===== config.mk =====
export PLATFORM = sky130hd
export DESIGN_NAME = ram_port_arbiter_flat
export DESIGN_NICKNAME = d
export VERILOG_FILES = /design/src/rtl/ram_port_arbiter_pkg.sv /design/src/rtl/ram_port_arbiter_if.sv /design/src/rtl/ram_port_arbiter_rr_arb2.sv /design/src/rtl/ram_port_arbiter.sv /design/src/flat_wrapper.sv
export SDC_FILE = /design/constraint.sdc
export NUM_CORES = 1
export LEC_CHECK = 0
export CORE_AREA = 2 2 102 104
export CTS_CLUSTER_DIAMETER = 50
export DETAILED_ROUTE_END_ITERATION = 6
export DIE_AREA = 0 0 104 106
export PLACE_DENSITY_LB_ADDON = 0.12
export SKIP_CTS_REPAIR_TIMING = 1
export SLEW_MARGIN = 5
export SYNTH_ARGS = -nofsm -noshare
export SYNTH_HDL_FRONTEND = slang
export SYNTH_SLANG_ARGS = --single-unit

===== constraint.sdc =====
create_clock -name clk -period 2.9 [get_ports clk]
set_clock_uncertainty 0.15 [all_clocks]
set_input_delay 0.58 -clock clk [delete_from_list [all_inputs] [get_ports clk]]
set_output_delay 0.58 -clock clk [all_outputs]
set_load 0.05 [all_outputs]

===== src/rtl/ram_port_arbiter_pkg.sv =====
// Shared types and constants for the data-RAM port arbiter.
// Latency: n/a (declarations only).
// Backpressure: n/a (declarations only).
//
// Contents: FSM state enum, access size codes, rw_len field positions,
// idle RAM code, requester ids and the local alignment check.

package ram_ctrl_pkg;

   typedef enum logic [1:0] {
      ST_IDLE  = 2'd0,
      ST_ISSUE = 2'd1,
      ST_RESP  = 2'd2
   } state_e;

   // rw_len[1:0] size field
   localparam logic [1:0] SZ_B = 2'b00;
   localparam logic [1:0] SZ_H = 2'b01;
   localparam logic [1:0] SZ_W = 2'b10;

   // rw_len[2] selects a write
   localparam int RW_WRITE_BIT = 2;

   // Code presented to the RAM whenever no access is being issued
   localparam logic [2:0] RW_IDLE = 3'b000;

   // Instruction fetches are always word reads
   localparam logic [2:0] RW_IF_FETCH = 3'b010;

   // Requester ids, also the encoding of the round-robin last_grant bit
   localparam logic REQ_IF = 1'b0;
   localparam logic REQ_LS = 1'b1;

   // Misaligned half/word or the reserved size code.
   function automatic logic access_err(input logic [1:0] size,
                                       input logic [1:0] addr_lo);
      logic err;
      err = 1'b0;
      case (size)
         SZ_B:    err = 1'b0;
         SZ_H:    err = addr_lo[0];
         SZ_W:    err = (addr_lo != 2'b00);
         default: err = 1'b1;
      endcase
      return err;
   endfunction

endpackage


===== src/rtl/ram_port_arbiter_if.sv =====
// Bundle of request, response and RAM-side signals of the data-RAM arbiter.
// Latency: n/a (wires only).
// Backpressure: requests stall on *_req_ready; responses are never stalled.
//
// Ports: IF request/response, LS request/response, RAM rw_len/addr/write
// out and read/exception back. The slave modport is the arbiter's view,
// the master modport is the view of the surrounding core and RAM.

interface ram_port_arbiter_if #(
   parameter int ADDR_W = 11
);

   // instruction fetch
   logic              if_req_valid;
   logic              if_req_ready;
   logic [ADDR_W-1:0] if_addr;
   logic              if_rsp_valid;
   logic [31:0]       if_rsp_data;
   logic              if_rsp_err;

   // load/store
   logic              ls_req_valid;
   logic              ls_req_ready;
   logic [ADDR_W-1:0] ls_addr;
   logic [2:0]        ls_rw_len;
   logic [31:0]       ls_wdata;
   logic              ls_rsp_valid;
   logic [31:0]       ls_rsp_data;
   logic              ls_rsp_err;

   // RAM port
   logic [2:0]        ram_rw_len;
   logic [ADDR_W-1:0] ram_addr;
   logic [31:0]       ram_write;
   logic [31:0]       ram_read;
   logic              ram_exception;

   modport slave (
      input  if_req_valid, if_addr,
      output if_req_ready, if_rsp_valid, if_rsp_data, if_rsp_err,
      input  ls_req_valid, ls_addr, ls_rw_len, ls_wdata,
      output ls_req_ready, ls_rsp_valid, ls_rsp_data, ls_rsp_err,
      output ram_rw_len, ram_addr, ram_write,
      input  ram_read, ram_exception
   );

   modport master (
      output if_req_valid, if_addr,
      input  if_req_ready, if_rsp_valid, if_rsp_data, if_rsp_err,
      output ls_req_valid, ls_addr, ls_rw_len, ls_wdata,
      input  ls_req_ready, ls_rsp_valid, ls_rsp_data, ls_rsp_err,
      input  ram_rw_len, ram_addr, ram_write,
      output ram_read, ram_exception
   );

endinterface


===== src/rtl/ram_port_arbiter_rr_arb2.sv =====
// Two-input round-robin arbiter holding the last_grant bit.
// Latency: grants are combinational from the requests; last_grant updates on the next edge.
// Backpressure: grants are suppressed while en is low; a grant is a completed handshake.
//
// Ports: clk, rst_n; en (owner can accept now); req_if/req_ls request
// valids; gnt_if/gnt_ls one-hot grants.

module ram_rr_arb2
   import ram_ctrl_pkg::*;
(
   input  logic clk,
   input  logic rst_n,
   input  logic en,
   input  logic req_if,
   input  logic req_ls,
   output logic gnt_if,
   output logic gnt_ls
);

   logic last_grant_q;
   logic last_grant_d;
   logic pick_if;

   always_comb begin
      pick_if      = 1'b0;
      gnt_if       = 1'b0;
      gnt_ls       = 1'b0;
      last_grant_d = last_grant_q;

      // IF wins when alone, or on a tie when LS was served last
      pick_if = req_if && (!req_ls || (last_grant_q == REQ_LS));
      gnt_if  = en && pick_if;
      gnt_ls  = en && req_ls && !pick_if;

      if (gnt_if) begin
         last_grant_d = REQ_IF;
      end else if (gnt_ls) begin
         last_grant_d = REQ_LS;
      end
   end

   // Resetting to LS lets IF win the first tie.
   always_ff @(posedge clk or negedge rst_n) begin
      if (!rst_n) begin
         last_grant_q <= REQ_LS;
      end else begin
         last_grant_q <= last_grant_d;
      end
   end

endmodule


===== src/rtl/ram_port_arbiter.sv =====
// Arbitrates IF and LS onto the single-port data RAM, one access at a time.
// Latency: handshake in N, RAM driven in N+1, rsp_valid pulse in N+2 (one access per 3 cycles).
// Backpressure: ready is low outside IDLE; responses are single-cycle pulses and cannot stall.
//
// Ports: clk, rst_n (async, active low); bus (slave modport) carrying the
// IF and LS request/response channels and the RAM rw_len/addr/write/read/
// exception port.

module ram_port_arbiter
   import ram_ctrl_pkg::*;
#(
   parameter int ADDR_W = 11
)(
   input  logic                 clk,
   input  logic                 rst_n,
   ram_port_arbiter_if.slave    bus
);

   // FSM
   state_e state_q, state_d;

   // Latched request: only what the response path needs. The full
   // address and write data go straight into the RAM drive registers.
   logic       id_q,      id_d;
   logic [2:0] rw_q,      rw_d;
   logic [1:0] addr_lo_q, addr_lo_d;

   // Response registers
   logic [31:0] data_q, data_d;
   logic        err_q,  err_d;

   // RAM drive registers. They hold a real access only during ISSUE and
   // the idle code otherwise, so the RAM sees flop outputs and never a
   // decoded or input-derived write enable.
   logic [2:0]        ram_rw_q,   ram_rw_d;
   logic [ADDR_W-1:0] ram_addr_q, ram_addr_d;
   logic [31:0]       ram_wr_q,   ram_wr_d;

   // Arbiter
   logic arb_en;
   logic gnt_if;
   logic gnt_ls;

   // Incoming request muxed from the winner
   logic [2:0]        in_rw;
   logic [ADDR_W-1:0] in_addr;
   logic [31:0]       in_wdata;
   logic              in_err;
   logic              lat_err;

   // Response steering
   logic rsp_if;
   logic rsp_ls;

   assign arb_en = (state_q == ST_IDLE);

   ram_rr_arb2 u_arb (
      .clk    (clk),
      .rst_n  (rst_n),
      .en     (arb_en),
      .req_if (bus.if_req_valid),
      .req_ls (bus.ls_req_valid),
      .gnt_if (gnt_if),
      .gnt_ls (gnt_ls)
   );

   always_comb begin
      state_d    = state_q;
      id_d       = id_q;
      rw_d       = rw_q;
      addr_lo_d  = addr_lo_q;
      data_d     = data_q;
      err_d      = err_q;
      ram_rw_d   = RW_IDLE;
      ram_addr_d = '0;
      ram_wr_d   = '0;

      in_rw    = gnt_if ? RW_IF_FETCH  : bus.ls_rw_len;
      in_addr  = gnt_if ? bus.if_addr  : bus.ls_addr;
      in_wdata = gnt_if ? 32'h0        : bus.ls_wdata;
      in_err   = access_err(in_rw[1:0], in_addr[1:0]);
      lat_err  = access_err(rw_q[1:0], addr_lo_q);

      case (state_q)
         ST_IDLE: begin
            if (gnt_if || gnt_ls) begin
               id_d      = gnt_if ? REQ_IF : REQ_LS;
               rw_d      = in_rw;
               addr_lo_d = in_addr[1:0];
               data_d    = 32'h0;
               err_d     = 1'b0;
               // A faulty request never reaches the RAM, so a misaligned
               // write cannot corrupt memory even if the RAM would not trap it.
               if (!in_err) begin
                  ram_rw_d   = in_rw;
                  ram_addr_d = in_addr;
                  ram_wr_d   = in_wdata;
               end
               state_d = ST_ISSUE;
            end
         end

         ST_ISSUE: begin
            if (lat_err) begin
               data_d = 32'h0;
               err_d  = 1'b1;
            end else begin
               data_d = rw_q[RW_WRITE_BIT] ? 32'h0 : bus.ram_read;
               err_d  = err_q | bus.ram_exception;
            end
            state_d = ST_RESP;
         end

         ST_RESP: begin
            state_d = ST_IDLE;
         end

         default: begin
            state_d = ST_IDLE;
         end
      endcase
   end

   always_ff @(posedge clk or negedge rst_n) begin
      if (!rst_n) begin
         state_q    <= ST_IDLE;
         id_q       <= REQ_IF;
         rw_q       <= RW_IDLE;
         addr_lo_q  <= 2'b00;
         data_q     <= 32'h0;
         err_q      <= 1'b0;
         ram_rw_q   <= RW_IDLE;
         ram_addr_q <= '0;
         ram_wr_q   <= '0;
      end else begin
         state_q    <= state_d;
         id_q       <= id_d;
         rw_q       <= rw_d;
         addr_lo_q  <= addr_lo_d;
         data_q     <= data_d;
         err_q      <= err_d;
         ram_rw_q   <= ram_rw_d;
         ram_addr_q <= ram_addr_d;
         ram_wr_q   <= ram_wr_d;
      end
   end

   // Only the requester that owns the in-flight access sees any response
   // activity; the other port stays at zero.
   assign rsp_if = (state_q == ST_RESP) && (id_q == REQ_IF);
   assign rsp_ls = (state_q == ST_RESP) && (id_q == REQ_LS);

   assign bus.if_req_ready = gnt_if;
   assign bus.ls_req_ready = gnt_ls;

   assign bus.if_rsp_valid = rsp_if;
   assign bus.if_rsp_data  = rsp_if ? data_q : 32'h0;
   assign bus.if_rsp_err   = rsp_if & err_q;

   assign bus.ls_rsp_valid = rsp_ls;
   assign bus.ls_rsp_data  = rsp_ls ? data_q : 32'h0;
   assign bus.ls_rsp_err   = rsp_ls & err_q;

   assign bus.ram_rw_len = ram_rw_q;
   assign bus.ram_addr   = ram_addr_q;
   assign bus.ram_write  = ram_wr_q;

endmodule

===== src/flat_wrapper.sv =====
// flat-port wrapper written by rule: the top's interface ports become plain ports
module ram_port_arbiter_flat import ram_ctrl_pkg::*;
#(
   parameter int ADDR_W = 11
)
  (clk, rst_n, bus_if_req_valid, bus_if_addr, bus_if_req_ready, bus_if_rsp_valid, bus_if_rsp_data, bus_if_rsp_err, bus_ls_req_valid, bus_ls_addr, bus_ls_rw_len, bus_ls_wdata, bus_ls_req_ready, bus_ls_rsp_valid, bus_ls_rsp_data, bus_ls_rsp_err, bus_ram_rw_len, bus_ram_addr, bus_ram_write, bus_ram_read, bus_ram_exception);
  ram_port_arbiter_if #(.ADDR_W(ADDR_W)) bus_i ();
  input  logic clk;
  input  logic rst_n;
  input wire logic [$bits(bus_i.if_req_valid)-1:0] bus_if_req_valid;
  input wire logic [$bits(bus_i.if_addr)-1:0] bus_if_addr;
  output wire logic [$bits(bus_i.if_req_ready)-1:0] bus_if_req_ready;
  output wire logic [$bits(bus_i.if_rsp_valid)-1:0] bus_if_rsp_valid;
  output wire logic [$bits(bus_i.if_rsp_data)-1:0] bus_if_rsp_data;
  output wire logic [$bits(bus_i.if_rsp_err)-1:0] bus_if_rsp_err;
  input wire logic [$bits(bus_i.ls_req_valid)-1:0] bus_ls_req_valid;
  input wire logic [$bits(bus_i.ls_addr)-1:0] bus_ls_addr;
  input wire logic [$bits(bus_i.ls_rw_len)-1:0] bus_ls_rw_len;
  input wire logic [$bits(bus_i.ls_wdata)-1:0] bus_ls_wdata;
  output wire logic [$bits(bus_i.ls_req_ready)-1:0] bus_ls_req_ready;
  output wire logic [$bits(bus_i.ls_rsp_valid)-1:0] bus_ls_rsp_valid;
  output wire logic [$bits(bus_i.ls_rsp_data)-1:0] bus_ls_rsp_data;
  output wire logic [$bits(bus_i.ls_rsp_err)-1:0] bus_ls_rsp_err;
  output wire logic [$bits(bus_i.ram_rw_len)-1:0] bus_ram_rw_len;
  output wire logic [$bits(bus_i.ram_addr)-1:0] bus_ram_addr;
  output wire logic [$bits(bus_i.ram_write)-1:0] bus_ram_write;
  input wire logic [$bits(bus_i.ram_read)-1:0] bus_ram_read;
  input wire logic [$bits(bus_i.ram_exception)-1:0] bus_ram_exception;
  assign bus_i.if_req_valid = bus_if_req_valid;
  assign bus_i.if_addr = bus_if_addr;
  assign bus_if_req_ready = bus_i.if_req_ready;
  assign bus_if_rsp_valid = bus_i.if_rsp_valid;
  assign bus_if_rsp_data = bus_i.if_rsp_data;
  assign bus_if_rsp_err = bus_i.if_rsp_err;
  assign bus_i.ls_req_valid = bus_ls_req_valid;
  assign bus_i.ls_addr = bus_ls_addr;
  assign bus_i.ls_rw_len = bus_ls_rw_len;
  assign bus_i.ls_wdata = bus_ls_wdata;
  assign bus_ls_req_ready = bus_i.ls_req_ready;
  assign bus_ls_rsp_valid = bus_i.ls_rsp_valid;
  assign bus_ls_rsp_data = bus_i.ls_rsp_data;
  assign bus_ls_rsp_err = bus_i.ls_rsp_err;
  assign bus_ram_rw_len = bus_i.ram_rw_len;
  assign bus_ram_addr = bus_i.ram_addr;
  assign bus_ram_write = bus_i.ram_write;
  assign bus_i.ram_read = bus_ram_read;
  assign bus_i.ram_exception = bus_ram_exception;
  ram_port_arbiter #(.ADDR_W(ADDR_W)) u_core (.clk(clk), .rst_n(rst_n), .bus(bus_i));
endmodule

# Word-level counts from Yosys, hierarchy flattened
# Index checks and enable logic that the tools add are counted.
word_totals:
  output_inout_bits: 116
  wordCells: 68
  register_bits: 88
classes:
  n_reduce_logical: 19
  eq_ne: 7
  muxes: 28
  bitwise_logic: 4
op_table:
  columns: ["op", "count"]
  rows:
  - ["$mux 32", 9]
  - ["$pmux 32 s2", 1]
  - ["$mux 11", 4]
  - ["$mux 3", 4]
  - ["$reduce_bool 2->1", 4]
  - ["$eq 2x1->1 const B", 3]
  - ["$eq 2x2->1 const B", 3]
  - ["$logic_and 1x1->1", 6]
  - ["$logic_not 2->1", 3]
  - ["$pmux 1 s3", 2]
  - ["$mux 1", 5]
  - ["$pmux 2 s2", 1]
  - ["$reduce_and 2->1", 2]
  - ["$and 1x1->1", 2]
  - ["$logic_not 1->1", 2]
  - ["$logic_or 1x1->1", 2]
  - ["$mux 2", 1]
  - ["$ne 2x1->1 const B", 1]
  - ["$pmux 1 s2", 1]
  - ["$not 1->1", 1]
  - ["$or 1x1->1", 1]

# Depth between registers and ports, before layout
# Gate-level depths: netlist of the first run.
logic_depth:
  word_depth: 10
  mapped_depth: 6

# Modules after synthesis
# Synthesis of the first run repeated with hierarchy kept, for this count alone.
unflattened:
  cells_unflattened: 311
  hier_area_um2: 3727.3
by_module_without_submodules:
  columns: ["mod", "instances", "cells_each", "area_each_um2"]
  rows:
  - ["ram_port_arbiter", 1, 303, 3664.8]
  - ["ram_rr_arb2", 1, 8, 62.6]

# Worst setup path after synthesis of the first run
# OpenSTA, ideal clock, no wires.
synth_timing:
  path_type: "reg2out"
  from: "register u_core.state_q[0]"
  to: "output bus_if_rsp_data[22]"
  t_required_ps: 2170
  t_arrival_ps: 1889
  setup_slack_ps: 281
  stages_incl_launch_ff: 5
  n_path_buf: 2
  cell_sequence: "dfrtp_1 > buf_6 > nor3b_2 > clkbuf_1 > and2_1"
synth_via:
  elab_chain_len: 3
synth_rtl:
  columns: ["element", "line_no", "source"]
  rows:
  - ["start, declared", "ram_port_arbiter.sv:20", "state_e state_q, state_d;"]
  - ["start signal, assigned", "ram_port_arbiter.sv:136", "state_q <= state_d;"]
  - ["$eq 2x2->1", "ram_port_arbiter.sv:150", "assign rsp_if = (state_q == ST_RESP) && (id_q == REQ_IF);"]
  - ["$logic_and 1x1->1", "ram_port_arbiter.sv:150", null]
  - ["via bus_if_rsp_valid", "flat_wrapper.sv:13", "output wire logic [$bits(bus_i.if_rsp_valid)-1:0] bus_if_rsp_valid;"]
  - ["$mux 32", "ram_port_arbiter.sv:157", "assign bus.if_rsp_data = rsp_if ? data_q : 32'h0;"]
  - ["end, declared", "flat_wrapper.sv:14", "output wire logic [$bits(bus_i.if_rsp_data)-1:0] bus_if_rsp_data;"]
# The timed path passes the listed nets, and every way through them passes these cells.

# Worst setup path in the final report of the first run
layout_timing:
  from: "input bus_if_req_valid"
  to: "output bus_if_req_ready"
layout_via:
  elab_chain_len: 2
layout_rtl:
  columns: ["element", "line_no", "source"]
  rows:
  - ["start, declared", "flat_wrapper.sv:10", "input wire logic [$bits(bus_i.if_req_valid)-1:0] bus_if_req_valid;"]
  - ["$logic_and 1x1->1", "ram_port_arbiter_rr_arb2.sv:31", "pick_if = req_if && (!req_ls || (last_grant_q == REQ_LS));"]
  - ["$logic_and 1x1->1", "ram_port_arbiter_rr_arb2.sv:32", "gnt_if = en && pick_if;"]
  - ["end, declared", "flat_wrapper.sv:12", "output wire logic [$bits(bus_i.if_req_ready)-1:0] bus_if_req_ready;"]
# Every way passes these cells.

==> results by group, run 1 <==
Status
  – Status: completed

Setup path
  – Crit path largest cell delay: 0.54 ns
  – CP max-delay cell: clkdlybuf4s50_1
  – Critical path class: in2out
  – Crit path max fanout: 5
  – CP Cell Sequence: clkdlybuf4s50_1, nor3b_1, nand2_1, inv_1, buf_12
  – CP arrival: between 1.5 and 2 ns
  – Worst setup SP type: primary input
  – CP required: ~2.2 ns
  – CP endpoint kind: primary output

Detailed routing
  – Iteration-0 DRC Markers: 187
  – Antenna-violating nets left: 0
  – Total number of vias: 3315
  – WL per Instance: 15.7 um
  – Routed wire length: ~11000 um
  – Vias per std cell: roughly 4.7
  – DRC viols: 0
  – Pre-antenna DRT Iters: 4

Clock tree
  – Total CTS buffers: 9
  – CTS sink cnt: 88
  – CTS tree: built
  – Depth of the CTS H-tree: 3
  – Clock latency on the worst-skew pair: ~0.35 ns
  – CTS root buffer: clkbuf_8
  – Clock tree buffer depth: 2
  – Worst-path clk slew: around 0.090 ns

Finish
  – Synthesis-to-finish area growth: 82.1%
  – Footprint of the multi-input gates: roughly 1400 um2
  – Ant diodes: 0
  – Fin nets: 659
  – Register Area: around 2200 um2
  – Fillers: 767
  – Share of cells above drive strength 1: between 10% and 20%

Synth
  – Cell count after synthesis: between 300 and 400
  – Average size of a mapped cell: 10.8 um2
  – Number of library cell types mapped by synthesis: 34
  – EDFF count, synth: 0
  – Register area share after synthesis: 57.2%
  – Main area contributors after synthesis: dfrtp_1 (57%), and2_1 (11%), a22o_1 (8.0%)
  – Largest area contributor in the netlist: dfrtp_1
  – Dominant cell by count in the synthesized netlist: dfrtp_1
  – Share of the synthesized area in the top cell type: a little under three fifths
  – Main synth FF type: dfrtp_1
  – Synthesized net count: 451
  – Mapped Area: slightly below 4000 um2
  – Register bit total from synthesis: 88
  – Synth warn: 0
  – Top post-synthesis cells by count: dfrtp_1 (87), and2_1 (67), inv_1 (46)
  – Ys async rst share: between 90% and 100%

Global routing
  – Grt total ovfl: 0
  – Number of global-route vias before repair: ~3400
  – Largest net degree at the start of global routing: 51
  – GR Util All Layers: between 20% and 30%
  – GRT Max-Usage Layer: met2
  – Antenna violations before repair: 0
  – Met3 Use GR: ~7.7%
  – Met1 Resource Use GR: 25.3%
  – First-pass GRT wire length: 18300 um
  – GR Util met2: a little over a third

STA
  – Max Fclk: 0.382 GHz
  – TNS Setup: 0 ns
  – Period utilisation layout: between 90% and 100%
  – Crit path time final: between 2 and 3 ns
  – Slew Limit Fails: 0
  – RSZ-0062 raised after global routing: no
  – Fin. Hold Viols: 0
  – Final Worst Setup Slack: approximately 0.28 ns
  – Worst-margin pin slew: approximately 0.62 ns
  – Final-report setup violation count: 0
  – Max-slew headroom: 58.5%

Die
  – Die footprint: 11000 um2
  – # rows: 37
  – CORE AREA: roughly 10000 um2
  – Die Y: about 110 um
  – Die Width: 104 um
  – Ports: 210
  – Initial core utilization: between 30% and 40%

Place
  – PortBufs: 209
  – HPWL after DPL: about 8400 um
  – Routability cong.: 0.805
  – Post-Place Setup Slack: 0.307 ns

Pwr
  – Leakage: approximately 3.2 nW
  – IR drop worst, VDD: between 0.3 and 0.4 mV
  – Power Density: about 640 nW/um2

Hold path
  – HP Class: in2async

Job
  – Number of max-cap violations: 0
==> cell families (layout without fill, tap and decap cells) <==
| group | Yosys count | count (layout) | share of synthesized area, % |
|---|---|---|---|
| buffers and inverters | 70 | 283 | 7.57 |
| AO/OA/AOI/OAI | 59 | 59 | 13.9 |
| flip-flops | 88 | 88 | 57.2 |
| AND/OR/NAND/NOR | 140 | 140 | 21.2 |
==> layout make-up <==
class                   instances  share of cell area (%)
repair buffers                221                    41.3
multi-input cells             199                    19.3
flip-flops and latches         88                    31.4
clock buffers                  13                    2.13
clock inverters                 3                   0.929
inverters                      46                    2.46
well taps                     136                    2.43
==> layer usage <==
layer	vias up	wire length (um)
met3	4	956
li1	1602	-
met5	-	0
met2	130	5710
met1	1579	4330
met4	0	68
==> final timing paths <==
| kind | cells past startpoint | start | end | slack [ns] |
|---|---|---|---|---|
| setup / recovery | 5 | bus_if_req_valid | bus_if_req_ready | 0.28 |
| hold / removal | 1 | rst_n | u_core.data_q[29]$_DFFE_PN0P_ | 0.03 |
| setup reg to reg | 4 | u_core.state_q[0]$_DFFE_PN0P_ | u_core.data_q[14]$_DFFE_PN0P_ | 1.01 |
| hold reg to reg | 1 | u_core.data_q[11]$_DFFE_PN0P_ | u_core.data_q[11]$_DFFE_PN0P_ | 0.37 |
| max in group asynchronous | 2 | rst_n | u_core.u_arb.last_grant_q$_DFFE_PN1N_ | 1.85 |
| min in group clk | 1 | u_core.data_q[11]$_DFFE_PN0P_ | u_core.data_q[11]$_DFFE_PN0P_ | 0.37 |
==> power breakdown <==
part           internal [W]  switching [W]  total [W]
clock              0.000509       0.000413   0.000922
combinational      0.000773        0.00108    0.00185
sequential          0.00150       0.000182    0.00168
total               0.00278        0.00168    0.00446
==> layout by cell type, fill, tap and decap left out, types with 2 or more instances in the layout <==
cell type / netlist / routed
clkdlybuf4s50_1: 0 / 138
dfrtp_1: 87 / 87
buf_12: 0 / 71
and2_1: 67 / 67
inv_1: 46 / 46
nor3_1: 38 / 38
a22o_1: 35 / 35
buf_4: 0 / 12
nand2_1: 11 / 11
clkbuf_8: 0 / 10
o32ai_2: 7 / 7
o21ai_0: 6 / 6
nor2_1: 5 / 5
nand3_1: 5 / 5
clkbuf_1: 11 / 3
nand4_1: 2 / 2
a21oi_1: 2 / 2
nor2b_1: 2 / 2
or3b_2: 2 / 2
a31oi_1: 2 / 2
bufinv_16: 0 / 2
==> stage by stage <==
| stage | instance area, um2 | instances | hold slack, ns | util, % | power, W |
|---|---|---|---|---|---|
| after floorplan | 3850 | 357 | 0.134 | - | 0.00278 |
| after detailed placement | 6790 | 690 | 0.348 | 67.9 | 0.00357 |
| after global routing | 7010 | 706 | 0.0660 | 70.1 | 0.00472 |
| final | 7010 | 706 | 0.0349 | 70.1 | 0.00446 |
| after global placement | 6790 | 690 | 0.343 | 67.9 | 0.00352 |
| after CTS | 7010 | 706 | 0.0465 | 70.1 | 0.00451 |
==> registers in the layout, summed over array words and instances (netlist names) <==
register / cells
u_core.addr_lo_q: 2
u_core.bus.ram_addr: 11
u_core.bus.ram_rw_len: 3
u_core.bus.ram_write: 32
u_core.data_q: 32
u_core.err_q: 1
u_core.id_q: 1
u_core.rw_q: 3
u_core.state_q: 2
u_core.u_arb.last_grant_q: 1
==> worst max-delay path, delay by kind of cell <==
family | cells | cell delay, ns
buffers and inverters | 3 | 0.82
AND/OR/NAND/NOR | 2 | 0.48
Note: power is estimated with default switching activity, not from simulation.
==> run 2: changes to the inputs <==
--- a/constraint.sdc
+++ b/constraint.sdc
@@ -4,2 +4,2 @@
 set_output_delay 0.58 -clock clk [all_outputs]
-set_load 0.05 [all_outputs]
+set_load 0.02 [all_outputs]
==> run 2 against run 1 <==
Utilization decreased by 6.6 points. Hold slack got worse by 0.0018 ns. Die area unchanged. Sequential share of layout area increased by 3.3 points. Power decreased by 12%. Worst setup slack got worse by 0.21 ns. Largest power group is now sequential cells.
==> results by group, run 2 (same netlist as run 1, synthesis figures left out) <==
Status
  – Status: completed

Job
  – Number of max-cap violations: 0 (unchanged)

Detailed routing
  – Total number of vias: 3394 (+2.4%)
  – Routed wire length: 10800 um (-2.5%)
  – Antenna-violating nets left: 0 (unchanged)
  – Vias per std cell: 4.77 (+1.5%)
  – DRC viols: 0 (unchanged)
  – WL per Instance: 15.2 um (-3.3%)
  – Pre-antenna DRT Iters: 4 (unchanged)
  – Iteration-0 DRC Markers: 136 (-27%)

STA
  – Worst-margin pin slew: 0.621 ns (-0.00114 ns)
  – Crit path time final: 2.82 ns (+0.207 ns)
  – Fin. Hold Viols: 0 (unchanged)
  – Max Fclk: 0.354 GHz (-7.3%)
  – Final-report setup violation count: 0 (unchanged)
  – Slew Limit Fails: 0 (unchanged)
  – Period utilisation layout: 97.3% (+7.1 points)
  – Max-slew headroom: 58.6% (+0.076 points)

Finish
  – Ant diodes: 0 (unchanged)
  – Most frequent cells in the layout: clkdlybuf4s50_1 (205), dfrtp_1 (85), and2_1 (67), inv_1 (46), nor3_1 (38)
  – Share of cells above drive strength 1: 8.51% (-11 points)
  – Design area: 6350 um2 (-9.4%)
  – Final cell count without fillers: 712 (+0.85%)
  – Synthesis-to-finish area growth: 65.0%
  – Fin nets: 665 (+0.91%)
  – Commonest non-fill, non-tap cell in the layout: clkdlybuf4s50_1

Clock tree
  – Clock tree buffer depth: 2 (unchanged)
  – Worst-path clk slew: 0.08 ns (about the same)
  – CTS sink cnt: 88 (unchanged)
  – Depth of the CTS H-tree: 3 (unchanged)
  – Total CTS buffers: 9 (unchanged)
  – CTS root buffer: clkbuf_8
  – CTS tree: built
  – Clock latency on the worst-skew pair: 0.35 ns (about the same)

Global routing
  – Grt total ovfl: 0 (unchanged)
  – GR Util met2: 33.7% (-1.5 points)
  – GRT Max-Usage Layer: met2
  – Number of global-route vias before repair: 3421 (-0.41%)
  – Antenna violations before repair: 0 (unchanged)
  – Largest net degree at the start of global routing: 43 (-16%)
  – Met1 Resource Use GR: 22.7% (-2.5 points)
  – Met3 Use GR: 6.56% (-1.1 points)
  – GR Util All Layers: 19.7% (-1.2 points)
  – First-pass GRT wire length: 17100 um (-6.4%)

Place
  – Routability cong.: 0.815 (+1.3%)
  – PortBufs: 209 (unchanged)
  – HPWL after DPL: 7920 um (-6.2%)
  – Placed Area: 6130 um2 (-9.8%)
  – Placed Cells: 695 (+0.72%)

Pwr
  – Leakage: 2.91 nW (-8.3%)
  – IR drop worst, VDD: 0.311 mV (-8.8%)
  – Power Density: 618 nW/um2 (-2.8%)

Setup path
  – Critical path class: reg2out
  – Top delay family on crit path: buffers and inverters
  – CP bufs+invs: 2 (-1)
  – Worst setup SP type: flop
  – CP Cell Sequence: nor3b_4, buf_6, and2_1, clkdlybuf4s50_1
  – CP endpoint kind: primary output
  – Crit path max fanout: 17 (+12)
  – CP required: 2.17 ns (about the same)
  – Crit path largest cell delay: 0.61 ns (+0.07 ns)
  – CP max-delay cell: clkdlybuf4s50_1
  – CP arrival: 2.09 ns (+0.20 ns)

Die
  – # rows: 37 (unchanged)
  – Initial core utilization: 38.5% (unchanged)
  – Die Y: 106 um (unchanged)
  – Die Width: 104 um (unchanged)
  – Die footprint: 11000 um2 (unchanged)
  – Ports: 210 (unchanged)
  – CORE AREA: 10000 um2 (unchanged)

Hold path
  – HP Class: in2async
[run 2: cell count changes in the layout (fill, tap and decap cells not counted), moves of 3 or more]
| cell | change |
|---|---|
| buf_12 | -70 |
| clkdlybuf4s50_1 | +67 |
| buf_4 | +3 |
| buf_6 | +3 |
| dlymetal6s2s_1 | +3 |
[run 2: per-stage QoR]
step	utilization (%)	TNS, ns	power (W)	setup WS [ns]	hold slack (ns)
after floorplan	-	0	0.00251	0.750	0.134
after global placement	61.3	0	0.00309	0.0309	0.344
after detailed placement	61.3	0	0.00313	0.0240	0.352
after CTS	63.1	0	0.00395	0.00161	0.0363
after global routing	63.5	-0.147	0.00417	-0.0194	0.0606
final	63.5	0	0.00393	0.0780	0.0331
[run 2: layer usage]
layer  share of wire [%]  wire length (um)
met5                   0                 0
met4                 1.8               192
met3                 8.2               886
met2                  50              5410
met1                  40              4300
[run 2: path summary, 6_finish.rpt]
check	end	slack [ns]	cells past startpoint	startpoint
setup / recovery	bus_if_rsp_data[3]	0.08	4	u_core.state_q[0]$_DFFE_PN0P_
hold / removal	u_core.data_q[30]$_DFFE_PN0P_	0.03	1	rst_n
setup reg to reg	u_core.bus.ram_addr[1]$_DFF_PN0_	1.19	4	u_core.state_q[0]$_DFFE_PN0P_
hold reg to reg	u_core.data_q[3]$_DFFE_PN0P_	0.37	1	u_core.data_q[3]$_DFFE_PN0P_
max in group asynchronous	u_core.u_arb.last_grant_q$_DFFE_PN1N_	1.87	2	rst_n
min in group clk	u_core.data_q[3]$_DFFE_PN0P_	0.37	1	u_core.data_q[3]$_DFFE_PN0P_
[run 2: final cells by class]
| cell class | instances | area, um2 |
|---|---|---|
| Clock buffer | 16 | 180 |
| Fill cell | 877 | 3650 |
| Inverter | 46 | 173 |
| Multi-Input combinational cell | 199 | 1370 |
| Sequential cell | 88 | 2210 |
| Tap cell | 136 | 170 |
| Timing Repair Buffer | 227 | 2260 |
[run 2: report_power, final]
part / internal [W] / switching (W) / total, W
clock: 0.000385 / 0.000405 / 0.000790
sequential: 0.00150 / 0.000190 / 0.00169
combinational: 0.000671 / 0.000776 / 0.00145
total: 0.00256 / 0.00137 / 0.00393
==> RTL change, RTL diff (settings of run 1) <==
`ADDR_W` is set to 11 in 3 places; all go to 12.
--- a/src/rtl/ram_port_arbiter_if.sv
+++ b/src/rtl/ram_port_arbiter_if.sv
@@ -7,7 +7,7 @@
 // the master modport is the view of the surrounding core and RAM.
 
 interface ram_port_arbiter_if #(
-   parameter int ADDR_W = 11
+   parameter int ADDR_W = 12
 );
 
    // instruction fetch
--- a/src/rtl/ram_port_arbiter.sv
+++ b/src/rtl/ram_port_arbiter.sv
@@ -9,7 +9,7 @@
 module ram_port_arbiter
    import ram_ctrl_pkg::*;
 #(
-   parameter int ADDR_W = 11
+   parameter int ADDR_W = 12
 )(
    input  logic                 clk,
    input  logic                 rst_n,
--- a/src/flat_wrapper.sv
+++ b/src/flat_wrapper.sv
@@ -1,7 +1,7 @@
 // flat-port wrapper written by rule: the top's interface ports become plain ports
 module ram_port_arbiter_flat import ram_ctrl_pkg::*;
 #(
-   parameter int ADDR_W = 11
+   parameter int ADDR_W = 12
 )
   (clk, rst_n, bus_if_req_valid, bus_if_addr, bus_if_req_ready, bus_if_rsp_valid, bus_if_rsp_data, bus_if_rsp_err, bus_ls_req_valid, bus_ls_addr, bus_ls_rw_len, bus_ls_wdata, bus_ls_req_ready, bus_ls_rsp_valid, bus_ls_rsp_data, bus_ls_rsp_err, bus_ram_rw_len, bus_ram_addr, bus_ram_write, bus_ram_read, bus_ram_exception);
   ram_port_arbiter_if #(.ADDR_W(ADDR_W)) bus_i ();
Interface: changed (resized bus_if_addr, bus_ls_addr and bus_ram_addr); port bits go from 210 to 213. The function was not compared with the original's and may differ.
==> RTL change against run 1 <==
Sequential cell count is 1 higher; non-clock buffer count rose by 2; clock power increased by 11%; register-to-register slack lost 0.03 ns; first-iteration DRC count decreased by 31%; cell area decreased by 1.5%; count of clock-buffer cells in the layout is 3 lower; worst setup slack worse by 0.12 ns; power is 0.21% higher; synthesized area fell by 0.88%; wire length increased by 0.23%; largest cell class unchanged; largest power group unchanged.
==> RTL change: results (changes against run 1) <==
status:
  status: "complete, no violations"
global_routing:
  grt_pass1_vias: 3388  # -1.4%
  grt_usage_pct: 20.3  # -0.60 points
  grt_max_degree: 51  # unchanged
  grt_pass1_wl_um: 17700  # -3.0%
finish:
  drive_gt1_share_pct: 19.6  # +0.084 points
  fillers: 776  # +1.2%
  diodes: 0  # unchanged
  nets: 633  # -3.9%
route:
  drt_iter0_drc: 129  # -31%
  vias_per_cell: 4.98  # +6.1%
  wire_per_inst_um: 16.4  # +4.4%
clock_network:
  clk_latency_ns: 0.35  # about the same
placed_design:
  port-buffer-count: 212  # +1.4%
  dp_worst_setup_slack_ns: 0.158  # -0.148 ns
  place_congestion: 0.802  # -0.43%
  dpl.hpwl_um: 8170  # -3.2%
synthesis:
  synthTopCellsByArea: "dfrtp_1 (58%), and2_1 (11%), a22o_1 (7.8%)"
  yosys.cell_types.count: 33  # -2.9%
  synth_fp_nets: 427  # -5.3%
  synth_common_cells: "dfrtp_1 (88), and2_1 (67), a22o_1 (34), nor3b_1 (34), o21ai_0 (17)"
  seq_area_frac_synth_pct: 58.4  # +1.2 points
setup_path:
  reg2reg_depth: 4  # unchanged
  crit_fanout: 5  # unchanged
  arrival_ns: 2.01  # +0.12 ns
sta:
  tightest_slew_ns: 0.677  # +0.0549 ns
  finalSetupViolCount: 0  # unchanged
pwr:
  peakVddDrop_uv: 459  # +34%
  power_report.internal_total_mw: 2.81  # +1.2%
  leakagePower_nw: 2.97  # -6.2%
[RTL change: power by group through the flow]
stage                     sequential [mW]  clock [mW]  combinational [mW]
after floorplan                      1.81           0               0.917
after global placement               1.68           0                1.76
after detailed placement             1.69           0                1.79
after CTS                            1.67        1.04                1.80
after global routing                 1.71        1.11                1.89
final                                1.67        1.02                1.78
[RTL change: per-layer routing]
layer	share of wire, %	up-vias	track usage [%]
met1	40	1624	23.6
met3	10	19	8.65
met2	47	165	33.5
met4	2.5	0	7.72
met5	0	-	0
li1	-	1569	-
[RTL change: area by class of cell]
| class | instances | share of cell area (%) |
|---|---|---|
| Multi-Input combinational cell | 210 | 20.9 |
| Sequential cell | 89 | 32.3 |
| Clock buffer | 10 | 1.85 |
| Tap cell | 136 | 2.47 |
| Inverter | 4 | 0.218 |
| Clock inverter | 6 | 1.65 |
| Timing Repair Buffer | 223 | 40.6 |
[RTL change: worst max-delay path: cells and delay by family]
| kind | cells | cell delay (ns) |
|---|---|---|
| buf+inv | 3 | 0.79 |
| simple gates | 2 | 0.64 |
[RTL change: through the flow]
stage               utilization [%]  hold slack, ns  area (um2)  total power, mW  instances
global placement               66.6           0.338        6660             3.44        662
finish                         69.0          0.0385        6900             4.46        678
detailed placement             66.6           0.342        6660             3.48        662
floorplan                         -           0.134        3810             2.73        331
CTS                            69.0          0.0568        6900             4.51        678
global route                   69.0          0.0600        6900             4.71        678
[RTL change: path summary, 6_finish.rpt]
path                                    from                         to  slack, ns
max in group asynchronous              rst_n  u_core.u_arb.last_grant_q       1.85
min                                    rst_n           u_core.data_q[6]       0.04
min in group clk           u_core.data_q[27]          u_core.data_q[27]       0.37
min reg2reg                u_core.data_q[27]          u_core.data_q[27]       0.37
max reg2reg                   u_core.rw_q[0]          u_core.data_q[26]       0.98
max                         bus_if_req_valid           bus_if_req_ready       0.16
[RTL change: cell families (layout without fill, tap and decap cells)]
logic type | Yosys count | count (layout) | share of synthesized area (%)
compound gates | 70 | 70 | 14.2
flops | 89 | 89 | 58.4
simple gates | 140 | 140 | 23.4
buf+inv | 32 | 243 | 3.94
